`src/rtl/io_tx_serializer.sv`:
```
// Buffers 16-bit io_out words in a small FIFO and shifts each one out LSB-first
// on an asynchronous serial line: start bit, 16 data bits, stop bit.
module io_tx_serializer #(
    parameter int DEPTH        = 4,
    parameter int CLKS_PER_BIT = 8
) (
    input  logic                     clock,
    input  logic                     reset,
    input  logic [15:0]              io_out,
    input  logic                     io_valid,
    output logic                     tx,
    output logic                     busy,
    output logic                     fifo_full,
    output logic [$clog2(DEPTH):0]   fifo_count,
    output logic                     overflow
);

    localparam int PW = $clog2(DEPTH);
    localparam int CW = PW + 1;
    localparam int BW = $clog2(CLKS_PER_BIT);
    localparam logic [CW-1:0] DEPTH_C   = CW'(DEPTH);
    localparam logic [BW-1:0] BAUD_LAST = BW'(CLKS_PER_BIT - 1);

    typedef enum logic [1:0] {
        S_IDLE  = 2'd0,
        S_START = 2'd1,
        S_DATA  = 2'd2,
        S_STOP  = 2'd3
    } state_t;

    state_t         state_q, state_d;
    logic [15:0]    mem_q [DEPTH];
    logic [PW-1:0]  wr_ptr_q, wr_ptr_d;
    logic [PW-1:0]  rd_ptr_q, rd_ptr_d;
    logic [CW-1:0]  count_q, count_d;
    logic [BW-1:0]  baud_q, baud_d;
    logic [3:0]     bit_q, bit_d;
    logic [15:0]    shift_q, shift_d;
    logic           tx_q, tx_d;
    logic           busy_q, busy_d;
    logic           full_q, full_d;
    logic           ovf_q, ovf_d;
    logic           push_s;
    logic           pop_s;
    logic           baud_end_s;
    logic           fifo_nonempty_s;

    assign tx         = tx_q;
    assign busy       = busy_q;
    assign fifo_full  = full_q;
    assign fifo_count = count_q;
    assign overflow   = ovf_q;

    // Next-state logic for the frame FSM, FIFO bookkeeping and registered outputs.
    always_comb begin
        state_d         = state_q;
        baud_d          = baud_q;
        bit_d           = bit_q;
        shift_d         = shift_q;
        pop_s           = 1'b0;
        baud_end_s      = (baud_q == BAUD_LAST);
        fifo_nonempty_s = (count_q != {CW{1'b0}});

        case (state_q)
            S_IDLE: begin
                if (fifo_nonempty_s) begin
                    pop_s   = 1'b1;
                    shift_d = mem_q[rd_ptr_q];
                    baud_d  = {BW{1'b0}};
                    state_d = S_START;
                end else begin
                    state_d = S_IDLE;
                end
            end
            S_START: begin
                if (baud_end_s) begin
                    baud_d  = {BW{1'b0}};
                    bit_d   = 4'd0;
                    state_d = S_DATA;
                end else begin
                    baud_d  = baud_q + BW'(1);
                end
            end
            S_DATA: begin
                if (baud_end_s) begin
                    baud_d  = {BW{1'b0}};
                    shift_d = {1'b0, shift_q[15:1]};
                    bit_d   = bit_q + 4'd1;
                    if (bit_q == 4'd15) begin
                        state_d = S_STOP;
                    end else begin
                        state_d = S_DATA;
                    end
                end else begin
                    baud_d  = baud_q + BW'(1);
                end
            end
            S_STOP: begin
                if (baud_end_s) begin
                    baud_d = {BW{1'b0}};
                    // A queued word starts immediately so frames run back-to-back.
                    if (fifo_nonempty_s) begin
                        pop_s   = 1'b1;
                        shift_d = mem_q[rd_ptr_q];
                        state_d = S_START;
                    end else begin
                        state_d = S_IDLE;
                    end
                end else begin
                    baud_d = baud_q + BW'(1);
                end
            end
            default: begin
                state_d = S_IDLE;
            end
        endcase

        push_s = io_valid & ((count_q != DEPTH_C) | pop_s);
        ovf_d  = ovf_q | (io_valid & ~push_s);

        case ({push_s, pop_s})
            2'b10:   count_d = count_q + CW'(1);
            2'b01:   count_d = count_q - CW'(1);
            default: count_d = count_q;
        endcase

        if (push_s) begin
            wr_ptr_d = wr_ptr_q + PW'(1);
        end else begin
            wr_ptr_d = wr_ptr_q;
        end
        if (pop_s) begin
            rd_ptr_d = rd_ptr_q + PW'(1);
        end else begin
            rd_ptr_d = rd_ptr_q;
        end

        case (state_d)
            S_START: tx_d = 1'b0;
            S_DATA:  tx_d = shift_d[0];
            default: tx_d = 1'b1;
        endcase

        busy_d = (state_d != S_IDLE) | (count_d != {CW{1'b0}});
        full_d = (count_d == DEPTH_C);
    end

    // State, pointer and output registers; reset aborts any frame in flight.
    always_ff @(posedge clock or posedge reset) begin
        if (reset) begin
            state_q  <= S_IDLE;
            wr_ptr_q <= {PW{1'b0}};
            rd_ptr_q <= {PW{1'b0}};
            count_q  <= {CW{1'b0}};
            baud_q   <= {BW{1'b0}};
            bit_q    <= 4'd0;
            shift_q  <= 16'h0000;
            tx_q     <= 1'b1;
            busy_q   <= 1'b0;
            full_q   <= 1'b0;
            ovf_q    <= 1'b0;
        end else begin
            state_q  <= state_d;
            wr_ptr_q <= wr_ptr_d;
            rd_ptr_q <= rd_ptr_d;
            count_q  <= count_d;
            baud_q   <= baud_d;
            bit_q    <= bit_d;
            shift_q  <= shift_d;
            tx_q     <= tx_d;
            busy_q   <= busy_d;
            full_q   <= full_d;
            ovf_q    <= ovf_d;
        end
    end

    // FIFO storage; contents are qualified by the pointers, so no reset is needed.
    always_ff @(posedge clock) begin
        if (push_s) begin
            mem_q[wr_ptr_q] <= io_out;
        end
    end

endmodule

```
`config.mk`:
```
export PLATFORM = sky130hd
export DESIGN_NAME = io_tx_serializer
export DESIGN_NICKNAME = d
export VERILOG_FILES = /design/src/rtl/io_tx_serializer.sv
export SDC_FILE = /design/constraint.sdc
export NUM_CORES = 1
export LEC_CHECK = 0
export ABC_AREA = 1
export BUFFER_PORTS_ARGS = -buffer_cell sky130_fd_sc_hd__buf_2
export CAP_MARGIN = 40
export CELL_PAD_IN_SITES_DETAIL_PLACEMENT = 1
export CELL_PAD_IN_SITES_GLOBAL_PLACEMENT = 2
export CORE_ASPECT_RATIO = 1.75
export CORE_UTILIZATION = 42
export DETAILED_ROUTE_END_ITERATION = 8
export PLACE_DENSITY_LB_ADDON = 0.3
export SLEW_MARGIN = 0
export SYNTH_ARGS = -nofsm -noshare
export SYNTH_HDL_FRONTEND = slang
export SYNTH_SLANG_ARGS = --single-unit
```
`constraint.sdc`:
```
create_clock -name clock -period 6 [get_ports clock]
set_input_delay 1.2 -clock clock [delete_from_list [all_inputs] [get_ports clock]]
set_output_delay 1.2 -clock clock [all_outputs]
set_load 0.02 [all_outputs]
```
### Word-level counts from Yosys, hierarchy flattened

Memories as Yosys holds them, arrays and structs flattened.
Cells that the tools add are included.

* register bits: 36
* RAM bits: 64
* input bits: 19
* output and inout bits: 7
* word-level logic and storage cells: 72
* memories kept: 1

* add/sub/neg operators: 6
* equal/unequal tests: 15
* multiplexer cells: 23
* bitwise gates (word level): 6
* reductions and logical operators: 9

Memory list
* mem_q: depth 4, width 16, read ports 1, clocked after Yosys merged registers in 0, write ports 1, line 32 `logic [15:0] mem_q [DEPTH];`

Operators with widths (count)
* $mux 16: 3
* $pmux 16 s3: 1
* $pmux 3 s2: 2
* $reduce_bool 3->1: 3
* $eq 2x2->1 const B: 4
* $mux 4: 2
* $ne 2x2->1 const B: 4
* $pmux 2 s4: 1
* $pmux 4 s2: 1
* $add 3x1->3 const B: 2
* $eq 2x1->1 const B: 3
* $eq 3x3->1 const B: 2
* $mux 1: 6
* $mux 2: 3
* $mux 3: 2
* $reduce_and 3->1: 2
* $add 2x1->2 const B: 2
* $add 4x1->4 const B: 1
* $eq 4x4->1 const B: 1
* $pmux 1 s2: 2
* $reduce_bool 2->1: 2
* $ne 3x3->1 const B: 1
* $or 1x1->1: 3
* $reduce_or 3->1: 1
* 4 further kinds: 5

### Logic depth before layout (Yosys ltp)

* depth after elaboration: 10
* depth in mapped cells: 12
* gate-level depth less buffers: 12

### Worst setup path after synthesis

No wires, ideal clock.

* path type: flip-flop to flip-flop
* from: register state_q[1]
* to: memory mem_q[0][0], enable pin
* setup time: 389 ps
* arrival: 2031 ps
* required time: 5611 ps
* path slack: 3580 ps
* stages on the path, launching flop included: 8
* path buffers: 0
* clock period less this slack: 2420 ps
* cell sequence: dfrtp_1 -> inv_1 -> ha_1 -> inv_1 -> nand3_4 -> nand2_1 -> nand2_2 -> nor2_1

* cells in the longest elaborated chain, start to end: 6
* elaborated cells between the ends (all ways): 7
* classes of those cells: eq/ne: 1; mux: 3; bitwise: 2; reduce/logical: 1

Ends and longest elaborated chain
* from (decl): line 31 `state_t state_q, state_d;`
* from (signal assigned): line 163 `state_q <= state_d;`
* $eq 2x2->1 / $logic_not 2->1 (equally long branches): line 64 `case (state_q)`
* $pmux 1 s2 *: line 64
* $or 1x1->1 *: line 118 `push_s = io_valid & ((count_q != DEPTH_C) | pop_s);`
* $and 1x1->1 *: line 118
* $mux 1 *: line 179 `if (push_s) begin`
* $mux 1 (implied by the code) *: line 180 `mem_q[wr_ptr_q] <= io_out;`
* to (decl): line 32

Every way passes the cells marked *; elsewhere a longest branch is shown, timed or not.

### Worst setup path after layout

* from: input port io_valid
* to: register busy_q (netlist: busy)

* cells in the longest elaborated chain, start to end: 5
* elaborated cells between the ends (all ways): 6
* classes of those cells: eq/ne: 2; mux: 1; bitwise: 2; reduce/logical: 1

Ends and longest elaborated chain
* from (decl): line 10 `input logic io_valid,`
* $and 1x1->1 *: line 118
* $eq 2x1->1 / $eq 2x2->1 (equally long branches): line 121 `case ({push_s, pop_s})`
* $pmux 3 s2 *: line 121
* $reduce_bool 3->1 *: line 144 `busy_d = (state_d != S_IDLE) | (count_d != {CW{1'b0}});`
* $or 1x1->1 *: line 144
* named net busy_d: line 40 `logic busy_q, busy_d;`
* to (signal assigned): line 171 `busy_q <= busy_d;`
* to (decl): line 40

Mark *: on every way through the listed nets, which the timed path passes. The rest lies on a longest branch.
A chain may end at the register's enable or synchronous reset.

==> impl_metrics.json <==
{
  "outcome": "finished, final reports clean",
  "yosys.cell_count.top_type": "nand2_1",
  "cts_buffer_depth": 2,
  "overflow": 0,
  "die_x_um": 81.4,
  "worstPathArrival_ns": 2.60,
  "path_clk_slew_ns": 0.07,
  "yosysTopAreaCellShare_pct": 41.5,
  "h-tree-depth": 3,
  "grt_use_total_pct": 20.4,
  "fmax_ghz": 0.422,
  "via_count": 3260,
  "design.core.area_mm2": 0.0107,
  "finalSetupTns_ns": 0,
  "clock_skew_ns": 0.00562,
  "rrSetupSlack_ns": 3.64,
  "dp_slack_ns": 3.25,
  "endpoint_kind": "flip-flop",
  "syn-num-nets": 495,
  "drive_gt1_share_pct": 14.6,
  "rows": 50,
  "path_class": "in -> reg",
  "regArea_mm2": 0.00282,
  "grt_antenna_before_repair": 0,
  "setup_ws_ns": 3.63,
  "area_growth_pct": 11.1,
  "maxCapViolCount": 0,
  "dr.pass1.iters": 4,
  "peakVddDrop_mv": 0.232,
  "worst_setup_path_start_kind": "input port",
  "cts_tree": "built",
  "post-cts-setup-buffers": 0,
  "timing.final.crit_share_pct": 39.5,
  "synthCells": 463,
  "cts-root-buf": "clkbuf_16",
  "start_util_pct": 43.3,
  "dp_hpwl_um": 7020,
  "worstPathMaxFanout": 5,
  "holdCritPathClass": "reg -> reg",
  "synth_edf_count": 64,
  "num-fill-cells": 1219,
  "grt_max_degree": 37,
  "p_leak_nw": 2.19,
  "pin_count": 26,
  "dieArea_mm2": 0.0115,
  "clock_sinks": 100,
  "cts_buffers": 9,
  "hold_buffers": 0,
  "ant_nets": 0,
  "yosysSeqAreaShare_pct": 61.0,
  "synth-xor-area-share_pct": 0.756,
  "synthArstFlopShare_pct": 36.0,
  "yosys_warnings": 0,
  "globalplace.congestion": 0.728,
  "ys_ff_latch": 100,
  "first_global_vias": 3605,
  "synth_fa_ha_area_share_pct": 3.67,
  "post_cts_resized": 0,
  "synth.distinct_cells": 31,
  "syn_avg_cell_area_um2": 10.0,
  "synth-simple-area-share_pct": 23.0,
  "grt_setup_unrepaired": "no",
  "dp_cells": 607,
  "slew_headroom_pct": 51.9,
  "min_period_ns": 2.37,
  "via_per_inst": 5.23,
  "setup_violations": 0,
  "ys_top_cells_by_area": "edfxtp_1, dfrtp_1, nand2_1, nand3_1, ha_1",
  "wl_per_cell_um": 16.5,
  "synth_top_family_by_area": "simple AND/OR/NAND/NOR gates",
  "stdcell_count": 623,
  "worst_slew_pin_slew_ns": 0.721,
  "synth_mux_area_share_pct": 0,
  "drt_wl_total_um": 10300,
  "synth_commonest_cells": "nand2_1, edfxtp_1, nand3_1",
  "syn_area_mm2": 0.00463,
  "drv_slew": 0,
  "die_y_um": 141,
  "drtIter0Drc": 144,
  "hold_viol": 0,
  "drc_errors": 0,
  "synth-compound-area-share_pct": 6.67,
  "multi_input_area_mm2": 0.00158,
  "grt_pass1_wl_um": 17300,
  "yosys.area.top_type": "edfxtp_1",
  "portBuffers": 25,
  "power_density_mw_per_mm2": 343,
  "ys.flop_type": "edfxtp_1",
  "worstPathRequired_ns": 6.23,
  "final_nets": 520,
  "insertion_delay_ns": 0.35,
  "num_antenna_cells": 0
}
-- logic make-up (layout without fill, tap and decap cells) --
logic type,after synthesis,count (layout)
xor gates and xnor gates,4,4
adders and majority gates,13,13
buffers and inverters,52,82
AOI/OAI and AO/OA,59,59
DFF,100,100
and+or+nand+nor,235,235
-- registers in the layout, summed over array words and instances, names as in the netlist --
register    count
shift_q        16
fifo_count      3
mem_q          64
rd_ptr_q        2
state_q         2
baud_q          3
wr_ptr_q        2
bit_q           4
busy            1
tx              1
overflow        1
fifo_full       1
-- cells in the final DEF (no fill, tap or decap), drive strengths merged --
master and count:
a21oi 21, a221oi 1, and3 1, buf 31
clkbuf 9, clkinv 6, clkinvlp 1, dfrtp 35
dfstp 1, edfxtp 64, fa 1, ha 12
inv 35, nand2 158, nand3 50, nand4 5
nor2 20, nor3 1, o21ai 36, o21bai 1
xor2 4
-- worst max-delay path, stage by stage --
cell and delay, ns:
buf_2 0.15, inv_1 0.17, nand4_4 0.15, fa_1 0.43, inv_1 0.07, nand4_1 0.12, nand2_1 0.08, nand2_1 0.06
nand2_2 0.09, nand3_2 0.07
-- per-layer routing --
metal | vias to the layer above | track usage [%] | wire length, um
met5 | - | 0 | 0
met4 | 0 | 8.93 | 238
met3 | 19 | 2.98 | 170
met2 | 35 | 37.3 | 5800
met1 | 1615 | 22.4 | 4100
li1 | 1591 | - | -
-- power by group --
part / internal, mW / switching (mW)
Combinational: 0.0918 / 0.242
Clock: 0.283 / 0.262
Sequential: 0.847 / 0.0397
-- layout make-up --
type	instances	share of cell area, %
Tap cell	130	3.16
Sequential cell	100	54.9
Multi-Input combinational cell	311	30.7
Clock inverter	7	1.02
Timing Repair Buffer	31	3.31
Inverter	35	2.55
Clock buffer	9	4.38
-- worst paths after layout --
path	from	end	cells after the start
min in group asynchronous	reset	shift_q[6]	3
worst min-delay path	overflow	overflow	1
worst min register to register	overflow	overflow	1
worst max-delay path	io_valid	busy	10
max in group asynchronous	reset	tx	3
worst max register to register	state_q[1]	busy	12
-- metrics by stage --
step	power (mW)	util [%]	hold WS (ns)	instance area [um^2]
after floorplan	1.12	-	0.447	4630
after global placement	1.23	45.5	0.483	4870
after detailed placement	1.24	45.5	0.465	4870
after CTS	1.79	48.1	0.485	5150
after global routing	1.85	48.1	0.510	5150
final	1.77	48.1	0.473	5150
Power figures use the tool's default switching activity.
